===== src/rtl/mem_stream_reader_if.sv =====
// Bundles the burst request, the RAM read port and the output stream into one interface.
// master is the reader's view; slave is the view of the requester, RAM and stream sink.
// Widths follow WIDTH/DEPTH so that the reader and its environment agree on AW.
interface mem_stream_reader_if #(
    parameter int WIDTH = 8,
    parameter int DEPTH = 256
);
    localparam int AW = $clog2(DEPTH);

    // burst request
    logic             start;
    logic [AW-1:0]    base_addr;
    logic [AW:0]      length;
    logic             busy;
    logic             done;

    // single-port RAM read path
    logic [AW-1:0]    mem_addr;
    logic [WIDTH-1:0] mem_rdata;

    // output stream
    logic             out_valid;
    logic             out_ready;
    logic [WIDTH-1:0] out_data;
    logic             out_last;

    modport master (
        input  start,
        input  base_addr,
        input  length,
        input  mem_rdata,
        input  out_ready,
        output mem_addr,
        output out_valid,
        output out_data,
        output out_last,
        output busy,
        output done
    );

    modport slave (
        output start,
        output base_addr,
        output length,
        output mem_rdata,
        output out_ready,
        input  mem_addr,
        input  out_valid,
        input  out_data,
        input  out_last,
        input  busy,
        input  done
    );
endinterface


===== src/rtl/mem_stream_reader.sv =====
// Purpose: reads a burst of consecutive RAM words (address wraps at DEPTH) and streams them out.
// Latency: start sampled at edge E0 -> first out_valid after E2, then one word per cycle.
// Backpressure: out_ready low holds the head word; reads stop once in-flight + buffered words reach 4.
module mem_stream_reader #(
    parameter int WIDTH = 8,
    parameter int DEPTH = 256
) (
    input  logic                clk,
    input  logic                rst,
    mem_stream_reader_if.master bus
);
    localparam int AW = $clog2(DEPTH);
    localparam logic [AW-1:0] ADDR_LAST = AW'(DEPTH - 1);
    localparam logic [AW-1:0] ADDR_ONE  = AW'(1);
    localparam logic [AW:0]   CNT_ONE   = (AW+1)'(1);
    localparam logic [3:0]    SLOT_MAX  = 4'd4;

    typedef enum logic {
        IDLE = 1'b0,
        RUN  = 1'b1
    } state_t;

    state_t state_q;
    state_t state_nxt;

    // burst bookkeeping
    logic [AW-1:0] addr_q;
    logic [AW:0]   len_q;
    logic [AW:0]   issued_q;
    logic [AW:0]   popped_q;
    logic          addr_vld_q;  // mem_addr carries a read this cycle
    logic          rd_vld_q;    // mem_rdata carries the word of last cycle's read
    logic          done_q;

    // 4-entry skid FIFO
    logic [WIDTH-1:0] fifo_mem [4];
    logic [1:0]       wr_ptr_q;
    logic [1:0]       rd_ptr_q;
    logic [2:0]       count_q;

    // FSM decisions
    logic accept;
    logic zero_len;
    logic issue;
    logic finish;

    logic       push;
    logic       pop;
    logic       fifo_vld;
    logic       head_is_last;
    logic [3:0] slots_used;

    assign fifo_vld     = (count_q != 3'd0);
    assign push         = rd_vld_q;
    assign pop          = fifo_vld && bus.out_ready;
    assign head_is_last = (popped_q == (len_q - CNT_ONE));
    // every read that has been issued but not yet popped owns a FIFO slot
    assign slots_used   = {1'b0, count_q} + {3'b000, addr_vld_q} + {3'b000, rd_vld_q};

    assign bus.out_valid = fifo_vld;
    assign bus.out_data  = fifo_mem[rd_ptr_q];
    assign bus.out_last  = fifo_vld && head_is_last;
    assign bus.mem_addr  = addr_q;
    assign bus.busy      = (state_q == RUN);
    assign bus.done      = done_q;

    // State register
    always_ff @(posedge clk) begin
        if (rst) begin
            state_q <= IDLE;
        end else begin
            state_q <= state_nxt;
        end
    end

    // Next state plus the per-cycle accept/issue/finish decisions
    always_comb begin
        state_nxt = state_q;
        accept    = 1'b0;
        zero_len  = 1'b0;
        issue     = 1'b0;
        finish    = 1'b0;
        case (state_q)
            IDLE: begin
                if (bus.start) begin
                    if (bus.length != '0) begin
                        accept    = 1'b1;
                        state_nxt = RUN;
                    end else begin
                        zero_len = 1'b1;
                    end
                end
            end
            RUN: begin
                // start is deliberately not looked at here
                issue = (issued_q < len_q) && (slots_used < SLOT_MAX);
                if (pop && head_is_last) begin
                    finish    = 1'b1;
                    state_nxt = IDLE;
                end
            end
            default: begin
                state_nxt = IDLE;
            end
        endcase
    end

    // Address generation, read pipeline tracking, word counters and done pulse
    always_ff @(posedge clk) begin
        if (rst) begin
            addr_q     <= '0;
            len_q      <= '0;
            issued_q   <= '0;
            popped_q   <= '0;
            addr_vld_q <= 1'b0;
            rd_vld_q   <= 1'b0;
            done_q     <= 1'b0;
        end else begin
            done_q   <= zero_len || finish;
            rd_vld_q <= addr_vld_q;
            if (accept) begin
                // the first read is presented right away at base_addr
                addr_q     <= bus.base_addr;
                len_q      <= bus.length;
                issued_q   <= CNT_ONE;
                popped_q   <= '0;
                addr_vld_q <= 1'b1;
            end else begin
                addr_vld_q <= issue;
                if (issue) begin
                    addr_q   <= (addr_q == ADDR_LAST) ? '0 : addr_q + ADDR_ONE;
                    issued_q <= issued_q + CNT_ONE;
                end
                if (pop) begin
                    popped_q <= popped_q + CNT_ONE;
                end
            end
        end
    end

    // FIFO storage: capture read data the cycle after its address, release on transfer
    always_ff @(posedge clk) begin
        if (rst) begin
            wr_ptr_q <= '0;
            rd_ptr_q <= '0;
            count_q  <= '0;
            for (int i = 0; i < 4; i++) begin
                fifo_mem[i] <= '0;
            end
        end else begin
            if (push) begin
                fifo_mem[wr_ptr_q] <= bus.mem_rdata;
                wr_ptr_q           <= wr_ptr_q + 2'd1;
            end
            if (pop) begin
                rd_ptr_q <= rd_ptr_q + 2'd1;
            end
            count_q <= count_q + {2'b00, push} - {2'b00, pop};
        end
    end
endmodule


===== src/flat_wrapper.sv =====
// flat-port wrapper written by rule: the top's interface ports become plain ports
module mem_stream_reader_flat 
#(
    parameter int WIDTH = 8,
    parameter int DEPTH = 256
)
  (clk, rst, bus_start, bus_base_addr, bus_length, bus_mem_rdata, bus_out_ready, bus_mem_addr, bus_out_valid, bus_out_data, bus_out_last, bus_busy, bus_done);
  mem_stream_reader_if #(.WIDTH(WIDTH), .DEPTH(DEPTH)) bus_i ();
  input  logic clk;
  input  logic rst;
  input wire logic [$bits(bus_i.start)-1:0] bus_start;
  input wire logic [$bits(bus_i.base_addr)-1:0] bus_base_addr;
  input wire logic [$bits(bus_i.length)-1:0] bus_length;
  input wire logic [$bits(bus_i.mem_rdata)-1:0] bus_mem_rdata;
  input wire logic [$bits(bus_i.out_ready)-1:0] bus_out_ready;
  output wire logic [$bits(bus_i.mem_addr)-1:0] bus_mem_addr;
  output wire logic [$bits(bus_i.out_valid)-1:0] bus_out_valid;
  output wire logic [$bits(bus_i.out_data)-1:0] bus_out_data;
  output wire logic [$bits(bus_i.out_last)-1:0] bus_out_last;
  output wire logic [$bits(bus_i.busy)-1:0] bus_busy;
  output wire logic [$bits(bus_i.done)-1:0] bus_done;
  assign bus_i.start = bus_start;
  assign bus_i.base_addr = bus_base_addr;
  assign bus_i.length = bus_length;
  assign bus_i.mem_rdata = bus_mem_rdata;
  assign bus_i.out_ready = bus_out_ready;
  assign bus_mem_addr = bus_i.mem_addr;
  assign bus_out_valid = bus_i.out_valid;
  assign bus_out_data = bus_i.out_data;
  assign bus_out_last = bus_i.out_last;
  assign bus_busy = bus_i.busy;
  assign bus_done = bus_i.done;
  mem_stream_reader #(.WIDTH(WIDTH), .DEPTH(DEPTH)) u_core (.clk(clk), .rst(rst), .bus(bus_i));
endmodule

===== config.mk =====
export PLATFORM = sky130hd
export DESIGN_NAME = mem_stream_reader_flat
export DESIGN_NICKNAME = d
export VERILOG_FILES = /design/src/rtl/mem_stream_reader_if.sv /design/src/rtl/mem_stream_reader.sv /design/src/flat_wrapper.sv
export SDC_FILE = /design/constraint.sdc
export NUM_CORES = 1
export LEC_CHECK = 0
export BUFFER_PORTS_ARGS = -buffer_cell sky130_fd_sc_hd__buf_2
export CORE_UTILIZATION = 58
export DETAILED_ROUTE_END_ITERATION = 8
export GPL_TIMING_DRIVEN = 0
export PLACE_DENSITY = 0.88
export SYNTH_ARGS = -nofsm -noshare
export SYNTH_HDL_FRONTEND = slang
export SYNTH_SLANG_ARGS = --single-unit

===== constraint.sdc =====
create_clock -name clk -period 2.7 [get_ports clk]
set_input_delay 0.54 -clock clk [delete_from_list [all_inputs] [get_ports clk]]
set_output_delay 0.54 -clock clk [all_outputs]
set_load 0.05 [all_outputs]

==> impl_metrics.yaml <==
outcome:
  outcome: "complete, but fails checks"
  violations: "setup timing"
setup_path:
  startpoint_type: "flip-flop"
  max_stage_delay_ns: 0.38
  path_cells: "nor4_4 -> buf_4 -> nand4_1 -> o2111a_1 -> nand2_1 -> and3_1 -> buf_6"
  crit_slowest_cell: "nor4_4"
  r2r_setup_slack_ns: 0.11
  critPathKind: "reg2out"
  crit_required_ns: 2.16
  path_max_fanout: 5
  arrival_ns: 2.21
  end_kind: "output port"
place:
  place_area_sq_mm: 0.00435
  gp_congestion: 0.853
  dp_hpwl_um: 6400
  io_buffers: 48
finish:
  synthToLayoutAreaGrowth_pct: 18.3
  drive_gt1_share_pct: 23.3
  stdcell_area_sq_mm: 0.00475
  register_area_sq_mm: 0.00194
  n_antenna_cell: 0
  nets: 522
  layout_commonest_cell: "buf_2"
  final_cell_mix: "49 x buf_2, 47 x nor2_1, 43 x nand2_1"
  multi_input_area_sq_mm: 0.00200
  final.fill_count: 448
cts:
  clkSinkCount: 80
  numCtsBuffers: 9
  clock_path_buffers: 2
  tritoncts: "yes"
  clk_latency_ns: 0.36
  root_buffer: "clkbuf_8"
  ctsHtreeMaxLevel: 3
  clk_pin_slew_ns: 0.09
timing:
  finalHoldViolCount: 0
  clock_skew_ns: 0.0142
  fmax_mhz: 363
  rsz0062_at_grt: "true"
  setup_ws_ns: -0.0528
  fin_tns_setup_ns: -0.0528
  finalCritPeriodShare_pct: 102
  worst_slew_pin_slew_ns: 1.38
  drv_slew: 0
  period_needed_ns: 2.75
  setup_violations: 1
  slew_headroom_pct: 7.32
synth:
  ys_seq_area_share_pct: 47.9
  syn-cell-area_sq_mm: 0.00401
  syn-num-nets: 454
  async_flop_share_pct: 0
  synth_top_area_cell: "dfxtp_1"
  netlist_top_cells_area: "dfxtp_1 24%, edfxtp_1 24%, ha_1 5.0%, mux4_2 4.5%, nor2_1 4.4%"
  syn_inst: 408
  ys_ff_latch: 80
  yosysTopAreaCellShare_pct: 23.9
  synth_edf_count: 32
  yosys_warnings: 0
  postSynthAreaPerCell_sq_um: 9.84
  synth_flop_cell: "dfxtp_1"
  synth_cell_types: 51
detailed_routing:
  drtIter0Drc: 304
  vias_per_cell: 6.22
  first_pass_iters: 5
  post_drt_wl_per_cell_um: 18.0
  vias: 3471
  wl_um: 10100
  drtAntennaViolNets: 0
  drcViolationCount: 0
global_route:
  grt_max_degree: 16
  grt_pass1_wl_um: 15200
  grt_util_all_layers_pct: 27.0
  overflow: 0
  grt_pass1_vias: 3312
  antenna_found_initial: 0
die:
  placementRows: 29
  die_w_um: 85.2
  initial_core_util_pct: 61.5
  fp.coreArea_sq_mm: 0.00653
  dieArea_sq_mm: 0.00726
  io_pins: 49
  die_h_um: 85.2
power_and_ir_drop:
  peakVddDrop_mv: 0.411
  power.density_mw_per_mm2: 688
  leakage_nw: 1.89
flow_run:
  cap_violations: 0
hold_path:
  hp-class: "in2reg"
-- metrics by stage --
stage | worst slack [ns] | util, % | cells | total power, mW | hold WS (ns)
after floorplan | 0.0257 | - | 408 | 2.10 | 0.438
after global placement | -0.199 | 66.6 | 533 | 2.27 | 0.452
after detailed placement | -0.267 | 66.6 | 533 | 2.30 | 0.463
after CTS | 0.00351 | 70.9 | 552 | 3.21 | 0.417
after global routing | -0.140 | 72.7 | 558 | 3.42 | 0.422
final | -0.0528 | 72.7 | 558 | 3.27 | 0.425
-- area by class of cell --
type	instances	area share, %
inverter	26	2.16
sequential	80	40.9
buffer	14	1.24
clock inverter	7	1.61
clock buffer	9	2.61
multi-input combinational	284	42.1
tap	77	2.03
timing repair buffer	61	7.32
-- cell families after synthesis --
| group | count (synthesis) | share of synthesized area [%] |
|---|---|---|
| flops | 80 | 47.9 |
| buf+inv | 44 | 4.18 |
| simple gates | 170 | 21.1 |
| mux | 10 | 4.99 |
| fa+ha+maj | 17 | 5.49 |
| xor+xnor | 27 | 5.89 |
| compound gates | 60 | 10.4 |
-- final timing paths --
check	cells past startpoint	start	to
max	7	u_core.len_q[4]	bus_out_last
min	3	bus_length[2]	u_core.len_q[2]
min reg2reg	1	u_core.addr_vld_q	u_core.push
max reg2reg	9	u_core.len_q[6]	u_core.issued_q[8]
-- cell usage after synthesis (all sizes together) (2+ instances only) --
library cell	instances
nand4	14
and3	4
o31ai	4
a2111o	2
a211oi	2
nor3b	3
o21ai	6
edfxtp	32
and2	9
ha	16
nand3	8
mux2i	2
buf	3
o211ai	2
or2	4
inv	26
xor2	15
nor4	5
xnor2	12
o2111a	2
a21oi	18
a31oi	2
dfxtp	48
nor2	47
or3	7
a311oi	5
or4	5
nand2b	7
nor2b	4
nand2	44
nor3	5
clkbuf	15
a41oi	2
o21bai	4
nand3b	2
mux4	8
a21o	4
-- worst max-delay path: cells and delay by family, from the launching register on --
family	cells	cell delay, ns
buf+inv	2	0.35
compound gates	1	0.28
simple gates	4	0.86
flops	1	0.37
-- metal layers --
layer | up-vias | global-route usage [%] | part of all wire (%) | routed length (um)
met1 | 1659 | 31.8 | 40 | 4030
met5 | - | 0 | 0 | 0
met4 | 0 | 13.1 | 4.0 | 405
met3 | 51 | 6.91 | 7.0 | 705
met2 | 171 | 46.1 | 49 | 4920
li1 | 1590 | - | - | -
-- sequential cells by signal, summed over array words and instances, names as in the netlist, 2 cells and up, named ones only --
name / count
u_core.count_q: 3
u_core.rd_ptr_q: 2
u_core.len_q: 9
u_core.fifo_mem: 32
u_core.wr_ptr_q: 2
u_core.issued_q: 9
u_core.bus.mem_addr: 8
u_core.popped_q: 9
-- power breakdown --
group          internal, mW  switching, mW  total, mW
registers              1.34          0.116       1.46
clock network         0.435          0.475      0.909
logic                 0.344          0.556      0.901
total                  2.12           1.15       3.27
-- what timing repair did --
item                       4_1_cts  5_1_grt
pin swaps                        5        9
setup buffers                    6        7
hold buffers                     0        0
setup endpoints to repair        1        7
resized for setup               14       23
Note: power is estimated with default switching activity, not from simulation.
